`config.mk`:
```
export PLATFORM = sky130hd
export DESIGN_NAME = alu_seq_top_flat
export DESIGN_NICKNAME = d
export VERILOG_FILES = /design/src/rtl/alu_seq_pkg.sv /design/src/rtl/alu_seq_if.sv /design/src/rtl/alu_seq_btn_conditioner.sv /design/src/rtl/alu_seq_top.sv /design/src/flat_wrapper.sv
export SDC_FILE = /design/constraint.sdc
export NUM_CORES = 1
export LEC_CHECK = 0
export ABC_CLOCK_PERIOD_IN_PS = 9900
export CAP_MARGIN = 10
export CELL_PAD_IN_SITES_DETAIL_PLACEMENT = 1
export CELL_PAD_IN_SITES_GLOBAL_PLACEMENT = 2
export CORE_ASPECT_RATIO = 0.9
export CORE_UTILIZATION = 42
export CTS_CLUSTER_DIAMETER = 30
export DETAILED_ROUTE_END_ITERATION = 7
export PLACE_DENSITY_LB_ADDON = 0.08
export SLEW_MARGIN = 20
export SYNTH_ARGS = -nofsm -noshare
export SYNTH_HDL_FRONTEND = slang
export SYNTH_SLANG_ARGS = --single-unit
export TNS_END_PERCENT = 30
```
`constraint.sdc`:
```
create_clock -name clk -period 9.9 [get_ports clk]
set_input_delay 1.98 -clock clk [delete_from_list [all_inputs] [get_ports clk]]
set_output_delay 1.98 -clock clk [all_outputs]
set_load 0.01 [all_outputs]
```
`src/rtl/alu_seq_pkg.sv`:
```
// rtl/alu_seq_pkg.sv - opcodes, FSM encoding and stage indicator codes for the ALU board top
package alu_seq_pkg;

  typedef enum logic [3:0] {
    OP_ADD  = 4'd0,
    OP_SUB  = 4'd1,
    OP_AND  = 4'd2,
    OP_OR   = 4'd3,
    OP_XOR  = 4'd4,
    OP_NOTA = 4'd5,
    OP_SHL  = 4'd6,
    OP_SHR  = 4'd7,
    OP_ROL  = 4'd8,
    OP_ROR  = 4'd9,
    OP_INC  = 4'd10,
    OP_DEC  = 4'd11,
    OP_LTU  = 4'd12,
    OP_EQ   = 4'd13,
    OP_MUL  = 4'd14,
    OP_PASB = 4'd15
  } op_e;

  // FSM state encoding
  localparam logic [2:0] ST_LOAD_A  = 3'd0;
  localparam logic [2:0] ST_LOAD_B  = 3'd1;
  localparam logic [2:0] ST_LOAD_OP = 3'd2;
  localparam logic [2:0] ST_EXEC    = 3'd3;
  localparam logic [2:0] ST_SHOW    = 3'd4;

  // Stage indicator patterns
  localparam logic [2:0] SLED_LOAD_A  = 3'b001;
  localparam logic [2:0] SLED_LOAD_B  = 3'b010;
  localparam logic [2:0] SLED_LOAD_OP = 3'b100;
  localparam logic [2:0] SLED_EXEC    = 3'b000;
  localparam logic [2:0] SLED_SHOW    = 3'b111;

  typedef struct packed {
    logic carry;
    logic zero;
    logic ovf;
  } flags_t;

  function automatic logic [2:0] state_led(input logic [2:0] st);
    case (st)
      ST_LOAD_A:  state_led = SLED_LOAD_A;
      ST_LOAD_B:  state_led = SLED_LOAD_B;
      ST_LOAD_OP: state_led = SLED_LOAD_OP;
      ST_SHOW:    state_led = SLED_SHOW;
      default:    state_led = SLED_EXEC;
    endcase
  endfunction

endpackage

```
`src/rtl/alu_seq_if.sv`:
```
// rtl/alu_seq_if.sv - switch, button and LED bundle of the ALU board top
interface alu_seq_if #(
  parameter int WIDTH = 8
);
  logic [WIDTH-1:0] SW;
  logic [1:0]       BTN;
  logic [WIDTH-1:0] LED;
  logic [2:0]       STATE_LED;
  logic             CARRY_LED;
  logic             ZERO_LED;
  logic             OVF_LED;

  modport master (
    output SW, BTN,
    input  LED, STATE_LED, CARRY_LED, ZERO_LED, OVF_LED
  );

  modport slave (
    input  SW, BTN,
    output LED, STATE_LED, CARRY_LED, ZERO_LED, OVF_LED
  );
endinterface

```
`src/rtl/alu_seq_btn_conditioner.sv`:
```
// rtl/alu_seq_btn_conditioner.sv - synchroniser, debouncer and press-pulse generator for one button
module btn_conditioner #(
  parameter int DEBOUNCE_CYCLES = 250000
) (
  input  logic clk,
  input  logic rst,
  input  logic raw_i,
  output logic level_o,
  output logic press_o
);
  localparam int CW = $clog2(DEBOUNCE_CYCLES + 1);

  logic          sync1_q, sync2_q;
  logic          level_q, level_prev_q;
  logic [CW-1:0] cnt_q;

  // Two-flop synchroniser for the raw button
  always_ff @(posedge clk or posedge rst) begin
    if (rst) begin
      sync1_q <= 1'b0;
      sync2_q <= 1'b0;
    end else begin
      sync1_q <= raw_i;
      sync2_q <= sync1_q;
    end
  end

  // Accept a new level once it has differed from the current one for DEBOUNCE_CYCLES samples
  always_ff @(posedge clk or posedge rst) begin
    if (rst) begin
      cnt_q   <= '0;
      level_q <= 1'b0;
    end else if (sync2_q == level_q) begin
      cnt_q <= '0;
    end else if (cnt_q == CW'(DEBOUNCE_CYCLES)) begin
      cnt_q   <= '0;
      level_q <= sync2_q;
    end else begin
      cnt_q <= cnt_q + 1'b1;
    end
  end

  // Delayed level for rising-edge detection
  always_ff @(posedge clk or posedge rst) begin
    if (rst) level_prev_q <= 1'b0;
    else     level_prev_q <= level_q;
  end

  assign level_o = level_q;
  assign press_o = level_q & ~level_prev_q;

endmodule

```
`src/rtl/alu_seq_top.sv`:
```
// rtl/alu_seq_top.sv - serial-entry ALU board top with debounced buttons and registered LEDs
module alu_seq_top #(
  parameter int WIDTH           = 8,
  parameter int DEBOUNCE_CYCLES = 250000
) (
  input logic       clk,
  input logic       rst,
  alu_seq_if.slave  bus
);
  import alu_seq_pkg::*;

  logic [1:0]         btn_level;
  logic               enter_press, clear_press;

  logic [2:0]         state_q, state_d;
  logic [WIDTH-1:0]   a_q, a_d, b_q, b_d, res_q, res_d;
  op_e                op_q, op_d;
  flags_t             flags_q, flags_d;
  logic [WIDTH-1:0]   led_q, led_d;
  logic [2:0]         sled_q, sled_d;

  logic               use_sub, is_arith;
  logic [WIDTH-1:0]   addend;
  logic [WIDTH:0]     arith;
  logic [2*WIDTH-1:0] prod;
  logic [WIDTH-1:0]   alu_res;
  flags_t             alu_flags;

  btn_conditioner #(.DEBOUNCE_CYCLES(DEBOUNCE_CYCLES)) u_btn_enter (
    .clk     (clk),
    .rst     (rst),
    .raw_i   (bus.BTN[0]),
    .level_o (btn_level[0]),
    .press_o (enter_press)
  );

  btn_conditioner #(.DEBOUNCE_CYCLES(DEBOUNCE_CYCLES)) u_btn_clear (
    .clk     (clk),
    .rst     (rst),
    .raw_i   (bus.BTN[1]),
    .level_o (btn_level[1]),
    .press_o (clear_press)
  );

  // ALU: one shared add/sub for ADD/SUB/INC/DEC, full-width product for MUL
  always_comb begin
    use_sub  = (op_q == OP_SUB) || (op_q == OP_DEC);
    is_arith = (op_q == OP_ADD) || (op_q == OP_SUB) || (op_q == OP_INC) || (op_q == OP_DEC);
    addend   = ((op_q == OP_ADD) || (op_q == OP_SUB)) ? b_q : WIDTH'(1);
    arith    = use_sub ? ({1'b0, a_q} - {1'b0, addend}) : ({1'b0, a_q} + {1'b0, addend});
    prod     = {{WIDTH{1'b0}}, a_q} * {{WIDTH{1'b0}}, b_q};
    alu_res         = '0;
    alu_flags.carry = 1'b0;
    case (op_q)
      OP_ADD, OP_SUB, OP_INC, OP_DEC: begin
        alu_res         = arith[WIDTH-1:0];
        alu_flags.carry = arith[WIDTH];
      end
      OP_AND:  alu_res = a_q & b_q;
      OP_OR:   alu_res = a_q | b_q;
      OP_XOR:  alu_res = a_q ^ b_q;
      OP_NOTA: alu_res = ~a_q;
      OP_SHL: begin
        alu_res         = {a_q[WIDTH-2:0], 1'b0};
        alu_flags.carry = a_q[WIDTH-1];
      end
      OP_SHR: begin
        alu_res         = {1'b0, a_q[WIDTH-1:1]};
        alu_flags.carry = a_q[0];
      end
      OP_ROL:  alu_res = {a_q[WIDTH-2:0], a_q[WIDTH-1]};
      OP_ROR:  alu_res = {a_q[0], a_q[WIDTH-1:1]};
      OP_LTU:  alu_res = {{(WIDTH-1){1'b0}}, a_q < b_q};
      OP_EQ:   alu_res = {{(WIDTH-1){1'b0}}, a_q == b_q};
      OP_MUL: begin
        alu_res         = prod[WIDTH-1:0];
        alu_flags.carry = |prod[2*WIDTH-1:WIDTH];
      end
      default: alu_res = b_q;
    endcase
    // Signed overflow: operand signs (after subtraction flips the addend) agree but result sign differs
    alu_flags.ovf  = is_arith &&
                     (use_sub ? (a_q[WIDTH-1] != addend[WIDTH-1]) : (a_q[WIDTH-1] == addend[WIDTH-1])) &&
                     (arith[WIDTH-1] != a_q[WIDTH-1]);
    alu_flags.zero = (alu_res == '0);
  end

  // Entry FSM and operand/result register next state; CLEAR overrides ENTER
  always_comb begin
    state_d = state_q;
    a_d     = a_q;
    b_d     = b_q;
    op_d    = op_q;
    res_d   = res_q;
    flags_d = flags_q;
    if (clear_press) begin
      state_d = ST_LOAD_A;
      a_d     = '0;
      b_d     = '0;
      op_d    = OP_ADD;
      res_d   = '0;
      flags_d = '0;
    end else begin
      case (state_q)
        ST_LOAD_A: if (enter_press) begin
          a_d     = bus.SW;
          state_d = ST_LOAD_B;
        end
        ST_LOAD_B: if (enter_press) begin
          b_d     = bus.SW;
          state_d = ST_LOAD_OP;
        end
        ST_LOAD_OP: if (enter_press) begin
          op_d    = op_e'(bus.SW[3:0]);
          state_d = ST_EXEC;
        end
        ST_EXEC: begin
          res_d   = alu_res;
          flags_d = alu_flags;
          state_d = ST_SHOW;
        end
        ST_SHOW: if (enter_press) begin
          a_d     = res_q;
          state_d = ST_LOAD_B;
        end
        default: state_d = ST_LOAD_A;
      endcase
    end
    led_d  = (state_d == ST_SHOW) ? res_d : bus.SW;
    sled_d = state_led(state_d);
  end

  // State, operand, result and output registers
  always_ff @(posedge clk or posedge rst) begin
    if (rst) begin
      state_q <= ST_LOAD_A;
      a_q     <= '0;
      b_q     <= '0;
      op_q    <= OP_ADD;
      res_q   <= '0;
      flags_q <= '0;
      led_q   <= '0;
      sled_q  <= SLED_LOAD_A;
    end else begin
      state_q <= state_d;
      a_q     <= a_d;
      b_q     <= b_d;
      op_q    <= op_d;
      res_q   <= res_d;
      flags_q <= flags_d;
      led_q   <= led_d;
      sled_q  <= sled_d;
    end
  end

  assign bus.LED       = led_q;
  assign bus.STATE_LED = sled_q;
  assign bus.CARRY_LED = flags_q.carry;
  assign bus.ZERO_LED  = flags_q.zero;
  assign bus.OVF_LED   = flags_q.ovf;

endmodule

```
`src/flat_wrapper.sv`:
```
// flat-port wrapper written by rule: the top's interface ports become plain ports
module alu_seq_top_flat import alu_seq_pkg::*;
#(
  parameter int WIDTH           = 8,
  parameter int DEBOUNCE_CYCLES = 250000
)
  (clk, rst, bus_SW, bus_BTN, bus_LED, bus_STATE_LED, bus_CARRY_LED, bus_ZERO_LED, bus_OVF_LED);
  alu_seq_if #(.WIDTH(WIDTH)) bus_i ();
  input logic clk;
  input logic rst;
  input wire logic [$bits(bus_i.SW)-1:0] bus_SW;
  input wire logic [$bits(bus_i.BTN)-1:0] bus_BTN;
  output wire logic [$bits(bus_i.LED)-1:0] bus_LED;
  output wire logic [$bits(bus_i.STATE_LED)-1:0] bus_STATE_LED;
  output wire logic [$bits(bus_i.CARRY_LED)-1:0] bus_CARRY_LED;
  output wire logic [$bits(bus_i.ZERO_LED)-1:0] bus_ZERO_LED;
  output wire logic [$bits(bus_i.OVF_LED)-1:0] bus_OVF_LED;
  assign bus_i.SW = bus_SW;
  assign bus_i.BTN = bus_BTN;
  assign bus_LED = bus_i.LED;
  assign bus_STATE_LED = bus_i.STATE_LED;
  assign bus_CARRY_LED = bus_i.CARRY_LED;
  assign bus_ZERO_LED = bus_i.ZERO_LED;
  assign bus_OVF_LED = bus_i.OVF_LED;
  alu_seq_top #(.WIDTH(WIDTH), .DEBOUNCE_CYCLES(DEBOUNCE_CYCLES)) u_core (.clk(clk), .rst(rst), .bus(bus_i));
endmodule
```
==> results of run 1 <==
[stage by stage]
stage,power [mW],std cells
floorplan,0.449,914
detailed placement,0.483,1148
CTS,0.868,1164
global route,0.888,1164
global placement,0.480,1148
finish,0.856,1164
[cells in the mapped netlist, drive strengths merged (15+ instances only)]
| cell | number |
|---|---|
| nor2 | 136 |
| xnor2 | 17 |
| ha | 73 |
| dfrtp | 88 |
| o21ai | 34 |
| xor2 | 25 |
| a21oi | 28 |
| a211oi | 15 |
| fa | 37 |
| nand3 | 35 |
| clkbuf | 27 |
| nand2 | 75 |
| mux2i | 27 |
| inv | 96 |
| nor3 | 19 |
[registers in the layout (all words and copies together) (netlist names), 4 cells and up]
register                  cells
u_core.a_q                    8
u_core.b_q                    8
u_core.bus.LED                8
u_core.op_q                   4
u_core.res_q                  8
u_core.u_btn_clear.cnt_q     18
u_core.u_btn_enter.cnt_q     18
[kinds of logic (layout without fill, tap and decap cells)]
| family | after synthesis | after routing | share of synthesized area (%) |
|---|---|---|---|
| DFF | 89 | 89 | 28.4 |
| and+or+nand+nor | 345 | 345 | 20.9 |
| xor gates and xnor gates | 42 | 42 | 4.68 |
| buffers and inverters | 140 | 145 | 7.25 |
| muxes | 31 | 31 | 4.01 |
| AOI/OAI and AO/OA | 157 | 157 | 13.8 |
| adders and majority gates | 110 | 110 | 21.1 |
[routing by layer]
layer	wire length (µm)	track usage, %	part of all wire (%)
met1	11200	35.6	47
met2	10900	41.0	46
met3	1060	4.29	4.5
met4	582	7.81	2.5
met5	0	0	0
[worst paths after layout]
path	cells after the start	slack [ps]	to	startpoint
max	14	4500	u_core.bus.CARRY_LED	u_core.a_q[4]
min	0	350	u_core.u_btn_enter.sync2_q	u_core.u_btn_enter.sync1_q
max reg2reg	14	4500	u_core.bus.CARRY_LED	u_core.a_q[4]
min reg2reg	0	350	u_core.u_btn_enter.sync2_q	u_core.u_btn_enter.sync1_q
max in group asynchronous	3	6750	u_core.u_btn_enter.cnt_q[13]	rst
min in group asynchronous	2	2020	u_core.bus.LED[5]	rst
[cell type report]
class | instances | area share (%)
Inverter | 99 | 4.34
Clock buffer | 10 | 2.67
Tap cell | 245 | 3.57
Sequential cell | 89 | 25.9
Timing Repair Buffer | 30 | 3.35
Clock inverter | 6 | 1.12
Multi-Input combinational cell | 685 | 59.0
[power by group through the flow]
stage | Combinational (mW) | Sequential, mW | Clock (mW)
6_report | 0.101 | 0.376 | 0.379
5_1_grt | 0.110 | 0.377 | 0.401
4_1_cts | 0.100 | 0.376 | 0.392
3_5_place_dp | 0.0996 | 0.383 | 0
3_3_place_gp | 0.0968 | 0.383 | 0
2_1_floorplan | 0.0685 | 0.380 | 0
[critical path: cells and delay by family, from the launching register on]
family | cells | cell delay, ps
adder cells (fa/ha/maj) | 6 | 2600
XOR/XNOR | 1 | 180
buffers and inverters | 2 | 110
flip-flops | 1 | 660
AND/OR/NAND/NOR | 1 | 530
AO/OA/AOI/OAI | 4 | 1150
==> metrics.cfg, run 1 <==
[status]
outcome=finished clean

[clocking]
cts_resized=0
clock_path_buffers=2
cts-root-buf=clkbuf_16
cts_buffers=9
holdBufCountCts=0
htree_levels=3
clk_pin_slew_worst_paths_ps=70
cts_sinks=89
cts_setup_buffers=0
clock_latency_ps=350
cts_tree=done

[global_route]
antenna_found_initial=0
grt.total_usage_pct=25.7
overflow=0
grt_max_degree=56
grt_pass1_wl_um=38800
grt_pass1_vias=6991

[finish]
fin_nets=1036
nFillCells=2192
final_common_cell=nor2_1
layout_common_cells=nor2_1 (135), inv_1 (94), dfrtp_1 (88), nand2_1 (75), ha_1 (73)
syn2layout_area_growth_pct=9.35
drive_gt1_share_pct=5.11
antenna_cells=0
final_area_um2=8590
regArea_um2=2230
final_util_pct=46.8
multiInputGateArea_um2=5070

[logic_synthesis]
ys_types=75
ys_warn_count=0
ys_async_sr_fraction_pct=100
synth_seq_area_share_pct=28.4
syn-num-nets=1036
synthesis.area_um2=7860
synth_top_area_share_pct=28.0
synth_edf_count=0
synth_ff_type=dfrtp_1
synth-seq-cells=89
synth.avg_cell_area_um2=8.59
synth.area.top_cells=dfrtp_1 (28%), ha_1 (12%), fa_1 (9.4%)
synth_top_cell_by_area=dfrtp_1
synth_cells=914

[routing]
dr.first_iter.drc_count=372
drt_wl_total_um=23700
avgRoutedWirePerCell_um=20.4
drtAntennaViolNets=0
vias=6627
drt_first_pass_iters=5
drc_errors=0
post_drt_via_cell_ratio=5.69

[timing]
final_max_slew_viol_count=0
worst_pin_slew_ps=944
fin_ws_ps=4500
min_period_over_period_pct=54.6
setup_viol=0
fin_tns_setup_ps=0
post-route-min-period_ps=5400
worst_hold_slack_ps=354
hold_viol=0
fin_skew_ps=13.1
rsz0062_at_grt=false
slew_headroom_pct=37.1
timing.fmax_mhz=185

[place]
post-dp-hpwl_um=18100
dp_slack_ps=4540
place.port_buffers=25
gp_congestion=0.927
place_area_um2=8260

[die]
core_area_um2=18300
boundaryPins=26
die_area_um2=19300
start_util_pct=42.8
die_x_um=146
rows=47
die_h_um=132

[power_and_ir_drop]
p_switching_uw=225
p_seq_share_pct=43.9
internal_power_uw=631
power.leakage_nw=3.97
switching_share_pct=26.3
irDropWorstVdd_v=0.0000986
clkPwrFrac_pct=44.3
power_density_nw_per_um2=99.7
pwr-share-comb_pct=11.8

[worst_setup_path]
end_kind=flop
crit_arrival_ps=5590
critPathLaunchType=flop
crit_path_cell_trace=ha_1 -> inv_1 -> fa_1 -> fa_1 -> fa_1 -> fa_1 -> inv_1 -> ha_1 -> or4_1 -> o22ai_1 -> o21ai_0 -> xor2_1 -> o31ai_1 -> a221oi_1
crit_path_max_incr_delay_ps=660
required_ps=10090
crit_slowest_cell=dfrtp_1
cp_common_cell=fa_1
critPathKind=flop to flop
path_max_fanout=12

[hold_path]
hp-class=flop to flop

[run]
cap_violations=0

No activity file was read; power rests on OpenSTA's default activity.
==> run 2, diff against run 1 <==
ABC_CLOCK_PERIOD_IN_PS = 4300   (was 9900)
CORE_UTILIZATION = 36   (was 42)
clock period = 4.3 ns   (was 9.9 ns; I/O delays follow)
==> run 2 against run 1 <==
The flow now finishes with violations (setup timing). Via count increased by 6.5%. Routed wire length rose by 11%. Fmax is 15% higher. Global-route usage shrank 0.97 points. Design area is 16% higher. Combinational power grew to 2.6 times the previous value. Total power increased by 140%. Worst hold slack improved by 0.73 ps. Critical endpoint unchanged. Largest cell class unchanged. Highest routed layer unchanged.
==> metrics.cfg, run 2 (synthesized netlist as in run 1, its figures left out) <==
[timing]
post-route-min-period_ps=4690
rsz0062_at_grt=true
setup_viol=5
fin_skew_ps=14.5
timing.fmax_mhz=213
min_period_over_period_pct=109
slew_headroom_pct=26.4
final_max_slew_viol_count=0
hold_viol=0
fin_ws_ps=-387
worst_pin_slew_ps=1100

[finish]
reg_top3=u_core.u_btn_clear.cnt_q: 18 flops, u_core.u_btn_enter.cnt_q: 18 flops
syn2layout_area_growth_pct=27.1
final_util_pct=47.4
antenna_cells=0
layout_common_cells=nor2_1 (131), buf_4 (100), inv_1 (83), dfrtp_1 (79), nand2_1 (66)
fin_nets=1148
final_common_cell=nor2_1
drive_gt1_share_pct=22.5

[die]
die_h_um=142
die_area_um2=22400
rows=50
boundaryPins=26
core_area_um2=21100
start_util_pct=37.3
die_x_um=158

[routing]
drc_errors=0
vias=7055
dr.first_iter.drc_count=451
drt_first_pass_iters=5
post_drt_via_cell_ratio=5.36
drtAntennaViolNets=0
avgRoutedWirePerCell_um=20.0
drt_wl_total_um=26400

[place]
place.port_buffers=25
gp_congestion=0.869
post-dp-hpwl_um=20200

[status]
violations=setup timing
outcome=finished, violations left

[worst_setup_path]
critPathTopFamily=adder cells
crit_arrival_ps=4890
end_kind=flop
required_ps=4500
critPathBufInv=5
critPathKind=flop to flop
critPathLaunchType=flop
crit_path_max_incr_delay_ps=530
path_max_fanout=3
crit_path_cell_trace=buf_6 -> ha_4 -> inv_2 -> fa_1 -> fa_2 -> fa_1 -> inv_1 -> fa_1 -> ha_4 -> buf_4 -> or4_4 -> o22ai_4 -> a2111o_1 -> nand4_1 -> o31ai_4 -> buf_6 -> a221oi_2
cp_common_cell=fa_1
timing.rr.start=u_core.a_q[4]
crit_path_start=u_core.a_q[4]
crit_slowest_cell=fa_1

[clocking]
cts_buffers=9
clock_latency_ps=350
clock_path_buffers=2
holdBufCountCts=0
cts_sinks=89
cts_tree=done
clk_pin_slew_worst_paths_ps=80
htree_levels=3
cts-root-buf=clkbuf_16

[global_route]
grt.total_usage_pct=24.7
grt_max_degree=51
antenna_found_initial=0
overflow=0
grt_pass1_vias=7602
grt_pass1_wl_um=42200

[hold_path]
hp-class=flop to flop
hp-start=u_core.u_btn_enter.sync1_q

[power_and_ir_drop]
irDropWorstVdd_v=0.000167
power.total_mw=2.02
power_density_nw_per_um2=202
power.leakage_nw=4.55

[run]
cap_violations=0

run 2: area by class of cell:
cell class / count / area [µm²]
fillers: 2452 / 11100
multi-input cells: 685 / 5470
flip-flops and latches: 89 / 2240
repair buffers: 142 / 1210
inverters: 99 / 380
well taps: 286 / 358
clock buffers: 10 / 229
clock inverters: 6 / 98.8
run 2: layer usage:
layer	global-route usage, %	part of all wire (%)	vias to the layer above
met4	7.26	1.9	0
met5	0	0	-
met2	40.7	47	138
met1	33.7	48	3540
li1	-	-	3345
met3	3.11	3.5	32
run 2: through the flow:
stage          cells  TNS [ps]  setup WS (ps)  area (µm²)  hold slack [ps]
2_1_floorplan    914         0           6.97        7890              331
3_3_place_gp    1279     -2680           -470        9000              339
3_5_place_dp    1279     -3240           -611        9000              346
4_1_cts         1314      -429           -287        9840              355
5_1_grt         1317     -1940           -482        9980              368
6_report        1317      -697           -387        9980              355
run 2: repair_timing:
| item | in CTS | in global routing |
|---|---|---|
| buffers inserted | 20 | 3 |
| endpoints found under the setup margin | 10 | 10 |
| resized for setup | 89 | 21 |
| pin swaps | 54 | 16 |
run 2: worst paths after layout:
kind	end	slack, ps	depth (start not counted)
max	u_core.bus.CARRY_LED	-390	17
min	u_core.u_btn_enter.sync2_q	350	0
max reg2reg	u_core.bus.CARRY_LED	-390	17
min reg2reg	u_core.u_btn_enter.sync2_q	350	0
max in group asynchronous	u_core.u_btn_clear.cnt_q[11]	2640	3
min in group asynchronous	u_core.state_q[0]	940	2
run 2: where the power goes:
part           leakage (nW)  internal [mW]  total (mW)  switching (mW)
Sequential             1.15          0.848       0.862          0.0134
Combinational          3.24         0.0997       0.258           0.158
Clock                 0.157          0.521       0.901           0.380
Total                  4.55           1.47        2.02           0.552
